### config.mk
export PLATFORM = sky130hd
export DESIGN_NAME = cfg_prog_altera_ufm_flat
export DESIGN_NICKNAME = d
export VERILOG_FILES = /design/src/rtl/cfg_prog_altera_ufm_pkg.sv /design/src/rtl/cfg_prog_altera_ufm_if.sv /design/src/rtl/cfg_prog_altera_ufm_serial_shifter.sv /design/src/rtl/cfg_prog_altera_ufm.sv /design/src/flat_wrapper.sv
export SDC_FILE = /design/constraint.sdc
export NUM_CORES = 1
export LEC_CHECK = 0
export CORE_MARGIN = 5
export CORE_UTILIZATION = 25
export DETAILED_ROUTE_END_ITERATION = 8
export GPL_ROUTABILITY_DRIVEN = 0
export PLACE_DENSITY = 0.38
export SLEW_MARGIN = 20
export SYNTH_ARGS = -nofsm -noshare
export SYNTH_HDL_FRONTEND = slang
export SYNTH_HIERARCHICAL = 1
export SYNTH_SLANG_ARGS = --single-unit
### constraint.sdc
create_clock -name clk -period 6 [get_ports clk]
set_input_delay 0.9 -clock clk [delete_from_list [all_inputs] [get_ports clk]]
set_output_delay 0.9 -clock clk [all_outputs]
set_load 0.02 [all_outputs]
### src/rtl/cfg_prog_altera_ufm_pkg.sv
// Shared definitions for the UFM config-word engines: CSR offsets, CTRL bit layout,
// programming-engine state encodings and the CTRL status read helper.
package cfg_prog_altera_ufm_pkg;

   localparam logic [1:0] R_UFM_DATA_HI = 2'd0;
   localparam logic [1:0] R_UFM_DATA_LO = 2'd1;
   localparam logic [1:0] R_UFM_CTRL    = 2'd2;

   localparam int CTRL_PROG   = 0;
   localparam int CTRL_ERASE  = 1;
   localparam int CTRL_BUSY   = 5;
   localparam int CTRL_ERR    = 6;
   localparam int CTRL_ACTIVE = 7;

   // Longest erase/program request held while waiting for the UFM to raise busy.
   localparam int PULSE_MAX = 255;

   typedef enum logic [3:0] {
      S_IDLE,
      S_PRE_WAIT,
      S_ADDR,
      S_ERASE,
      S_E_WAIT,
      S_DSHIFT,
      S_PROG,
      S_P_WAIT,
      S_FIN,
      S_ERR
   } ufm_state_t;

   function automatic logic [7:0] ctrl_status(input logic active, input logic err,
                                              input logic busy);
      logic [7:0] v;
      v = 8'h00;
      v[CTRL_ACTIVE] = active;
      v[CTRL_ERR]    = err;
      v[CTRL_BUSY]   = busy;
      return v;
   endfunction

endpackage

### src/rtl/cfg_prog_altera_ufm_if.sv
// CSR bus between configuration software (master) and the UFM programming engine (slave).
interface cfg_prog_altera_ufm_if;
   logic [4:0] csr_a;
   logic [7:0] csr_di;
   logic       csr_we;
   logic [7:0] csr_do;

   modport master (output csr_a, output csr_di, output csr_we, input csr_do);
   modport slave  (input csr_a, input csr_di, input csr_we, output csr_do);
endinterface

### src/rtl/cfg_prog_altera_ufm_serial_shifter.sv
// Generic N-bit MSB-first serialiser: two clocks per bit, data driven with sclk low,
// then sclk high; done pulses for one cycle after the last bit's high phase.
module ufm_serial_shifter #(
   parameter int N = 9
) (
   input  logic         clk,
   input  logic         rst,
   input  logic         load,
   input  logic         start,
   input  logic [N-1:0] din,
   output logic         sdat,
   output logic         sclk,
   output logic         done
);

   localparam int CNT_W = $clog2(N);

   logic [N-1:0]     sreg;
   logic [CNT_W-1:0] bit_cnt;
   logic             running;
   logic             phase;

   always_ff @(posedge clk) begin
      if (rst) begin
         sreg    <= '0;
         bit_cnt <= '0;
         running <= 1'b0;
         phase   <= 1'b0;
         sdat    <= 1'b0;
         sclk    <= 1'b0;
         done    <= 1'b0;
      end else begin
         done <= 1'b0;
         if (load) begin
            sreg <= din;
         end
         if (start) begin
            running <= 1'b1;
            phase   <= 1'b0;
            bit_cnt <= '0;
            sclk    <= 1'b0;
         end else if (running) begin
            if (!phase) begin
               sdat  <= sreg[N-1];
               sclk  <= 1'b0;
               phase <= 1'b1;
            end else begin
               sclk  <= 1'b1;
               phase <= 1'b0;
               sreg  <= {sreg[N-2:0], 1'b0};
               if (bit_cnt == CNT_W'(N - 1)) begin
                  running <= 1'b0;
                  done    <= 1'b1;
               end else begin
                  bit_cnt <= bit_cnt + 1'b1;
               end
            end
         end else begin
            sclk <= 1'b0;
         end
      end
   end

endmodule

### src/rtl/cfg_prog_altera_ufm.sv
// Write-side engine for the 16-bit UFM config word: erase and/or program on CSR command.
// The UFM program request pin is named prog because program is a reserved word.
module cfg_prog_altera_ufm
   import cfg_prog_altera_ufm_pkg::*;
#(
   parameter logic [4:0] BASE_ADDR = 5'h4,
   parameter logic [8:0] UFM_ADDR  = 9'h000,
   parameter int         TIMEOUT_W = 24
) (
   input  logic                  clk,
   input  logic                  rst,
   cfg_prog_altera_ufm_if.slave  csr,
   input  logic                  ufm_busy,
   output logic                  arclk,
   output logic                  ardin,
   output logic                  arshft,
   output logic                  drclk,
   output logic                  drdin,
   output logic                  drshft,
   output logic                  erase,
   output logic                  prog,
   output logic                  active,
   output logic                  reload
);

   localparam logic [4:0] A_HI   = BASE_ADDR + 5'(R_UFM_DATA_HI);
   localparam logic [4:0] A_LO   = BASE_ADDR + 5'(R_UFM_DATA_LO);
   localparam logic [4:0] A_CTRL = BASE_ADDR + 5'(R_UFM_CTRL);

   ufm_state_t           state;
   logic [15:0]          data_q;
   logic                 err;
   logic                 erase_flag;
   logic                 prog_flag;
   logic [TIMEOUT_W-1:0] cnt;
   logic                 busy_m;
   logic                 busy_s;
   logic                 a_start;
   logic                 d_start;
   logic                 a_done;
   logic                 d_done;
   logic                 accept;
   logic                 wait_expired;
   logic                 pulse_expired;

   assign accept = csr.csr_we && (csr.csr_a == A_CTRL) && (|csr.csr_di[1:0])
                   && !active && !reload && (state == S_IDLE);
   assign wait_expired  = &cnt;
   assign pulse_expired = (cnt == TIMEOUT_W'(PULSE_MAX));

   always_ff @(posedge clk) begin
      if (rst) begin
         busy_m <= 1'b0;
         busy_s <= 1'b0;
      end else begin
         busy_m <= ufm_busy;
         busy_s <= busy_m;
      end
   end

   always_ff @(posedge clk) begin
      if (rst) begin
         data_q <= 16'hffff;
      end else if (csr.csr_we && !active) begin
         if (csr.csr_a == A_HI) data_q[15:8] <= csr.csr_di;
         if (csr.csr_a == A_LO) data_q[7:0]  <= csr.csr_di;
      end
   end

   always_comb begin
      csr.csr_do = 8'h00;
      if (csr.csr_a == A_HI)   csr.csr_do = data_q[15:8];
      if (csr.csr_a == A_LO)   csr.csr_do = data_q[7:0];
      if (csr.csr_a == A_CTRL) csr.csr_do = ctrl_status(active, err, busy_s);
   end

   // Every wait/pulse state is entered with cnt cleared, so one counter serves all timeouts.
   always_ff @(posedge clk) begin
      if (rst) begin
         state      <= S_IDLE;
         arshft     <= 1'b1;
         drshft     <= 1'b1;
         erase      <= 1'b0;
         prog       <= 1'b0;
         active     <= 1'b0;
         reload     <= 1'b0;
         err        <= 1'b0;
         erase_flag <= 1'b0;
         prog_flag  <= 1'b0;
         cnt        <= '0;
         a_start    <= 1'b0;
         d_start    <= 1'b0;
      end else begin
         a_start <= 1'b0;
         d_start <= 1'b0;
         reload  <= 1'b0;
         case (state)
            S_IDLE: begin
               if (accept) begin
                  err        <= 1'b0;
                  erase_flag <= csr.csr_di[CTRL_ERASE];
                  prog_flag  <= csr.csr_di[CTRL_PROG];
                  active     <= 1'b1;
                  cnt        <= '0;
                  state      <= S_PRE_WAIT;
               end
            end
            S_PRE_WAIT: begin
               if (!busy_s) begin
                  arshft  <= 1'b1;
                  a_start <= 1'b1;
                  state   <= S_ADDR;
               end else if (wait_expired) begin
                  state <= S_ERR;
               end else begin
                  cnt <= cnt + 1'b1;
               end
            end
            S_ADDR: begin
               if (a_done) begin
                  arshft <= 1'b0;
                  cnt    <= '0;
                  if (erase_flag) begin
                     erase <= 1'b1;
                     state <= S_ERASE;
                  end else begin
                     drshft  <= 1'b1;
                     d_start <= 1'b1;
                     state   <= S_DSHIFT;
                  end
               end
            end
            S_ERASE: begin
               if (busy_s) begin
                  erase <= 1'b0;
                  cnt   <= '0;
                  state <= S_E_WAIT;
               end else if (pulse_expired) begin
                  erase <= 1'b0;
                  state <= S_ERR;
               end else begin
                  cnt <= cnt + 1'b1;
               end
            end
            S_E_WAIT: begin
               if (!busy_s) begin
                  if (prog_flag) begin
                     drshft  <= 1'b1;
                     d_start <= 1'b1;
                     state   <= S_DSHIFT;
                  end else begin
                     state <= S_FIN;
                  end
               end else if (wait_expired) begin
                  state <= S_ERR;
               end else begin
                  cnt <= cnt + 1'b1;
               end
            end
            S_DSHIFT: begin
               if (d_done) begin
                  drshft <= 1'b0;
                  prog   <= 1'b1;
                  cnt    <= '0;
                  state  <= S_PROG;
               end
            end
            S_PROG: begin
               if (busy_s) begin
                  prog  <= 1'b0;
                  cnt   <= '0;
                  state <= S_P_WAIT;
               end else if (pulse_expired) begin
                  prog  <= 1'b0;
                  state <= S_ERR;
               end else begin
                  cnt <= cnt + 1'b1;
               end
            end
            S_P_WAIT: begin
               if (!busy_s) begin
                  state <= S_FIN;
               end else if (wait_expired) begin
                  state <= S_ERR;
               end else begin
                  cnt <= cnt + 1'b1;
               end
            end
            S_FIN: begin
               reload <= prog_flag;
               active <= 1'b0;
               arshft <= 1'b1;
               drshft <= 1'b1;
               state  <= S_IDLE;
            end
            S_ERR: begin
               err    <= 1'b1;
               erase  <= 1'b0;
               prog   <= 1'b0;
               arshft <= 1'b1;
               drshft <= 1'b1;
               active <= 1'b0;
               state  <= S_IDLE;
            end
            default: state <= S_IDLE;
         endcase
      end
   end

   ufm_serial_shifter #(.N(9)) u_addr_shift (
      .clk   (clk),
      .rst   (rst),
      .load  (a_start),
      .start (a_start),
      .din   (UFM_ADDR),
      .sdat  (ardin),
      .sclk  (arclk),
      .done  (a_done)
   );

   ufm_serial_shifter #(.N(16)) u_data_shift (
      .clk   (clk),
      .rst   (rst),
      .load  (d_start),
      .start (d_start),
      .din   (data_q),
      .sdat  (drdin),
      .sclk  (drclk),
      .done  (d_done)
   );

endmodule

### src/flat_wrapper.sv
// flat-port wrapper written by rule: the top's interface ports become plain ports
module cfg_prog_altera_ufm_flat import cfg_prog_altera_ufm_pkg::*;
#(
   parameter logic [4:0] BASE_ADDR = 5'h4,
   parameter logic [8:0] UFM_ADDR  = 9'h000,
   parameter int         TIMEOUT_W = 24
)
  (clk, rst, ufm_busy, arclk, ardin, arshft, drclk, drdin, drshft, erase, prog, active, reload, csr_csr_a, csr_csr_di, csr_csr_we, csr_csr_do);
  cfg_prog_altera_ufm_if csr_i ();
  input  logic clk;
  input  logic rst;
  input  logic ufm_busy;
  output logic arclk;
  output logic ardin;
  output logic arshft;
  output logic drclk;
  output logic drdin;
  output logic drshft;
  output logic erase;
  output logic prog;
  output logic active;
  output logic reload;
  input wire logic [$bits(csr_i.csr_a)-1:0] csr_csr_a;
  input wire logic [$bits(csr_i.csr_di)-1:0] csr_csr_di;
  input wire logic [$bits(csr_i.csr_we)-1:0] csr_csr_we;
  output wire logic [$bits(csr_i.csr_do)-1:0] csr_csr_do;
  assign csr_i.csr_a = csr_csr_a;
  assign csr_i.csr_di = csr_csr_di;
  assign csr_i.csr_we = csr_csr_we;
  assign csr_csr_do = csr_i.csr_do;
  cfg_prog_altera_ufm #(.BASE_ADDR(BASE_ADDR), .UFM_ADDR(UFM_ADDR), .TIMEOUT_W(TIMEOUT_W)) u_core (.clk(clk), .rst(rst), .csr(csr_i), .ufm_busy(ufm_busy), .arclk(arclk), .ardin(ardin), .arshft(arshft), .drclk(drclk), .drdin(drdin), .drshft(drshft), .erase(erase), .prog(prog), .active(active), .reload(reload));
endmodule
==> summary.md <==
The run gives 25.49% as the effective utilization at floorplan. Internal power: 0.0009815 W. The number of cell instances on the worst register-to-register path was 6; the share of total power in combinational logic was 4.1%. STA puts the critical path data required time at 5100 ps. Setup violations remaining at the end of the flow were counted as 0.

STA classifies the critical path startpoint as an input port. The most used flip-flop cell after synthesis is dfxtp_1. The number of remaining DRC errors is 0. IR analysis of the VDD net gives a maximum drop of 0.0001418 V. The run gives 0 as the hold violation count in the final report. Together, buffers and inverters on the worst path number 2. The area share of the largest cell type after synthesis is 41.84%, and the number of max-capacitance violations reported is 0. The first global-routing pass estimated 20,660 um of wire. Across the routed clock network, the largest skew measured is 11.97 ps.

Buffers inserted to repair hold after CTS numbered 0. The worst setup path is of the input port to primary output kind. Layout cell share with drive strength beyond 1: 6.909%. Sort of element at the end of the critical path: a primary output.

Once the clock tree was built, the resizer swapped 0 gates to a different size. The tools report the cell at the root of the clock tree as clkbuf_16. Summed over all failing endpoints, the final setup total negative slack is 0 ps. The cell with the largest stage delay on the worst path was clkdlybuf4s50_1.

TritonCTS built the clock tree. The routed layout has 3,896 vias. The yosys synthesis warning count was 6.

In the post-synthesis netlist, the biggest area contributors are dfxtp_1, mux2i_1, o2bb2ai_1. For the worst-case headroom to the max-slew limit, the log shows 36.85%. The kind of path behind the tightest hold check was flip-flop to flip-flop. At the end of the flow, the number of nets in the layout was 566. The mean routed wirelength per cell came out at 15.61 um.

For the number of H-tree levels, the log shows 3. After detailed routing, the number of vias per cell comes to 4.969. In this run, distinct cell masters in the synthesized netlist total 63.

The final period utilization is 64.89%. dfxtp_1 takes more of the synthesized area than any other cell. For the initial antenna violation count, the log shows 0.

The number of pins exceeding their max-slew limit in the final report came out at 0. On the worst path, the slowest cell contributes a delay of 980 ps. The number of setup buffers added after CTS is 0. Cells fill 29.86% of the core in the end. For the buffer depth of the longest clock path, the log shows 2. Detailed placement finished with a half-perimeter wire length of 8349 um. In this run the cell area of the synthesized design comes to 4785 um^2.

The category of cells accounting for the largest share of critical-path delay is buffers and inverters. The run gives 0.001311 W as the power consumption. The die width was 148.3 um. Core area: 18,770 um^2.

The critical path goes through clkdlybuf4s50_1, nor2b_1, a21oi_1, nor2_1, clkdlybuf4s50_1. Sorting the synthesized cells by how often they occur yields dfxtp_1, nor2_1, mux2i_1, a21oi_1, nand2_1. The area of the die was 22,000 um^2.

Setup repair after global routing left no endpoint under its margin. Static timing analysis puts the maximum clock frequency at 0.2568 GHz. Clock-pin slew was measured on the worst setup and hold paths at 70 ps. The shortest clock period the worst path allows after layout works out to 3894 ps.

In the global route stage, overall resource usage came out at 11.49%. The run gives 518 as the gate count of the mapped netlist. The final layout contains routed wiring with a total length of 12,240 um.

The logs give 0 for the post-route antenna net violation count and 0 for the total inserted antenna cells. The count of buffers from port buffering was 34. Entering global routing, the biggest net connects 45 pins. The post-synthesis sequential element count works out to 100.

For the pin with the worst max-slew slack, the measured transition is 947.3 ps. The synthesized design contains 0 enable-type register cells. Of all nets on the critical path, the largest fanout is 20.

The floorplan step set the die height to 148.3 um. The instance count along the most critical hold path was 1. The via count of the first global-routing pass is 3,982. The most common cell in the synthesized netlist is dfxtp_1. The switching part of the total power works out to 25.14%.

The total CTS buffers is 9. The pre-antenna-repair detailed-routing pass consisted of 4 iterations. The sequential group share of total power came out at 51.1%. For the detailed router's first-iteration violation count, the log shows 156.

The clock network burns 44.8% of the power. Sequential-to-total area share from yosys stat: 41.84%. In this run the count of I/O pins placed on the die edge is 35. Counting flops with an async set or reset pin after synthesis yields a share of 0%. For this design the static power due to leakage is 1.866 nW. For the worst setup path, the data arrival time is 2990 ps.

Clock latency on the worst-skew pair, taken at its later pin, is 360 ps. The floorplan has 50 rows. The run gives 0.0003296 W as the switching power total. The run finished with clean final reports.

The cell type with the highest occurrence count on the critical path is clkdlybuf4s50_1. Dividing total power by cell area gives a power density of 234.0 nW/um^2. Compared with the post-synthesis result, the final layout area differs by 17.13%.

The clock net in this run drives a total of 100 sinks. The per-instance average area after synthesis works out to 9.237 um^2. The critical path runs through a total of 5 cells. Summed over all layers, the global routing overflow is 0.
cell type report:
type / instances / area [um^2]
multi-input cells: 388 / 2629
clock inverters: 7 / 66.31
clock buffers: 9 / 225.2
repair buffers: 36 / 350.3
flip-flops and latches: 100 / 2003
fillers: 1977 / 13160
well taps: 234 / 292.8
inverters: 10 / 37.54
sequential cells by signal (all words and copies together) (netlist names), 4 cells and up:
| register | cells |
|---|---|
| u_core/cnt | 24 |
| u_core/data_q | 16 |
| u_core/state | 4 |
| u_core/u_addr_shift/bit_cnt | 4 |
| u_core/u_addr_shift/sreg | 9 |
| u_core/u_data_shift/bit_cnt | 4 |
| u_core/u_data_shift/sreg | 16 |
stage by stage:
step / worst slack, ps / hold slack (ps) / cell area [um^2] / cells
2_1_floorplan: 3026 / 413.8 / 4815 / 526
3_3_place_gp: 2029 / 424.1 / 5311 / 768
3_5_place_dp: 1954 / 445.8 / 5313 / 768
4_1_cts: 2123 / 461.1 / 5604 / 784
5_1_grt: 1996 / 484.2 / 5604 / 784
6_report: 2106 / 449.4 / 5604 / 784
layer usage:
metal / part of all wire (%) / routed length, um / GRT usage, % / vias to the layer above
met5: 0 / 0 / 0 / -
met4: 1.4 / 176 / 3.095 / 0
met3: 2.8 / 339 / 2.742 / 14
met2: 47 / 5780 / 18.91 / 41
met1: 49 / 5942 / 15.14 / 1855
li1: - / - / - / 1986
placed cells by master (no fill, tap or decap), types with 10 or more instances in the layout:
master | netlist | routed
inv_1 | 10 | 10
nand2_1 | 24 | 24
o21ai_0 | 20 | 20
nor4_1 | 10 | 10
mux2i_1 | 40 | 40
nand3_1 | 15 | 15
a21oi_1 | 32 | 32
and3_1 | 13 | 13
o2bb2ai_1 | 23 | 23
nor2b_1 | 13 | 13
nor2_1 | 43 | 43
dfxtp_1 | 100 | 99
clkdlybuf4s50_1 | 0 | 33
or3_1 | 14 | 14
o211ai_1 | 10 | 10
a211o_1 | 16 | 16
worst paths after layout:
kind                            slack (ps)            start             to
worst min register to register         450    u_core/busy_m  u_core/busy_s
worst min-delay path                   450    u_core/busy_m  u_core/busy_s
worst max-delay path                  2110     csr_csr_a[0]  csr_csr_do[7]
worst max register to register        3090  u_core/state[1]  u_core/cnt[3]
power groups by stage:
| stage | Combinational (W) | Clock, W | Sequential [W] |
|---|---|---|---|
| after floorplan | 0.0000335 | 0 | 0.000683 |
| after detailed placement | 0.0000553 | 0 | 0.000685 |
| after global routing | 0.0000598 | 0.000635 | 0.000670 |
| after CTS | 0.0000555 | 0.000611 | 0.000670 |
| final | 0.0000542 | 0.000587 | 0.000670 |
| after global placement | 0.0000550 | 0 | 0.000685 |
kinds of logic (layout without fill, tap and decap cells):
kind of cell	Yosys count	in the layout	synth area share [%]
simple gates	184	184	21.60
buf+inv	38	62	3.844
fa+ha+maj	5	5	1.255
mux	40	40	8.368
xor+xnor	7	7	1.281
flops	100	100	41.84
compound gates	143	143	21.73
other cells	1	9	0.07838
Note: power is estimated with default switching activity, not from simulation.
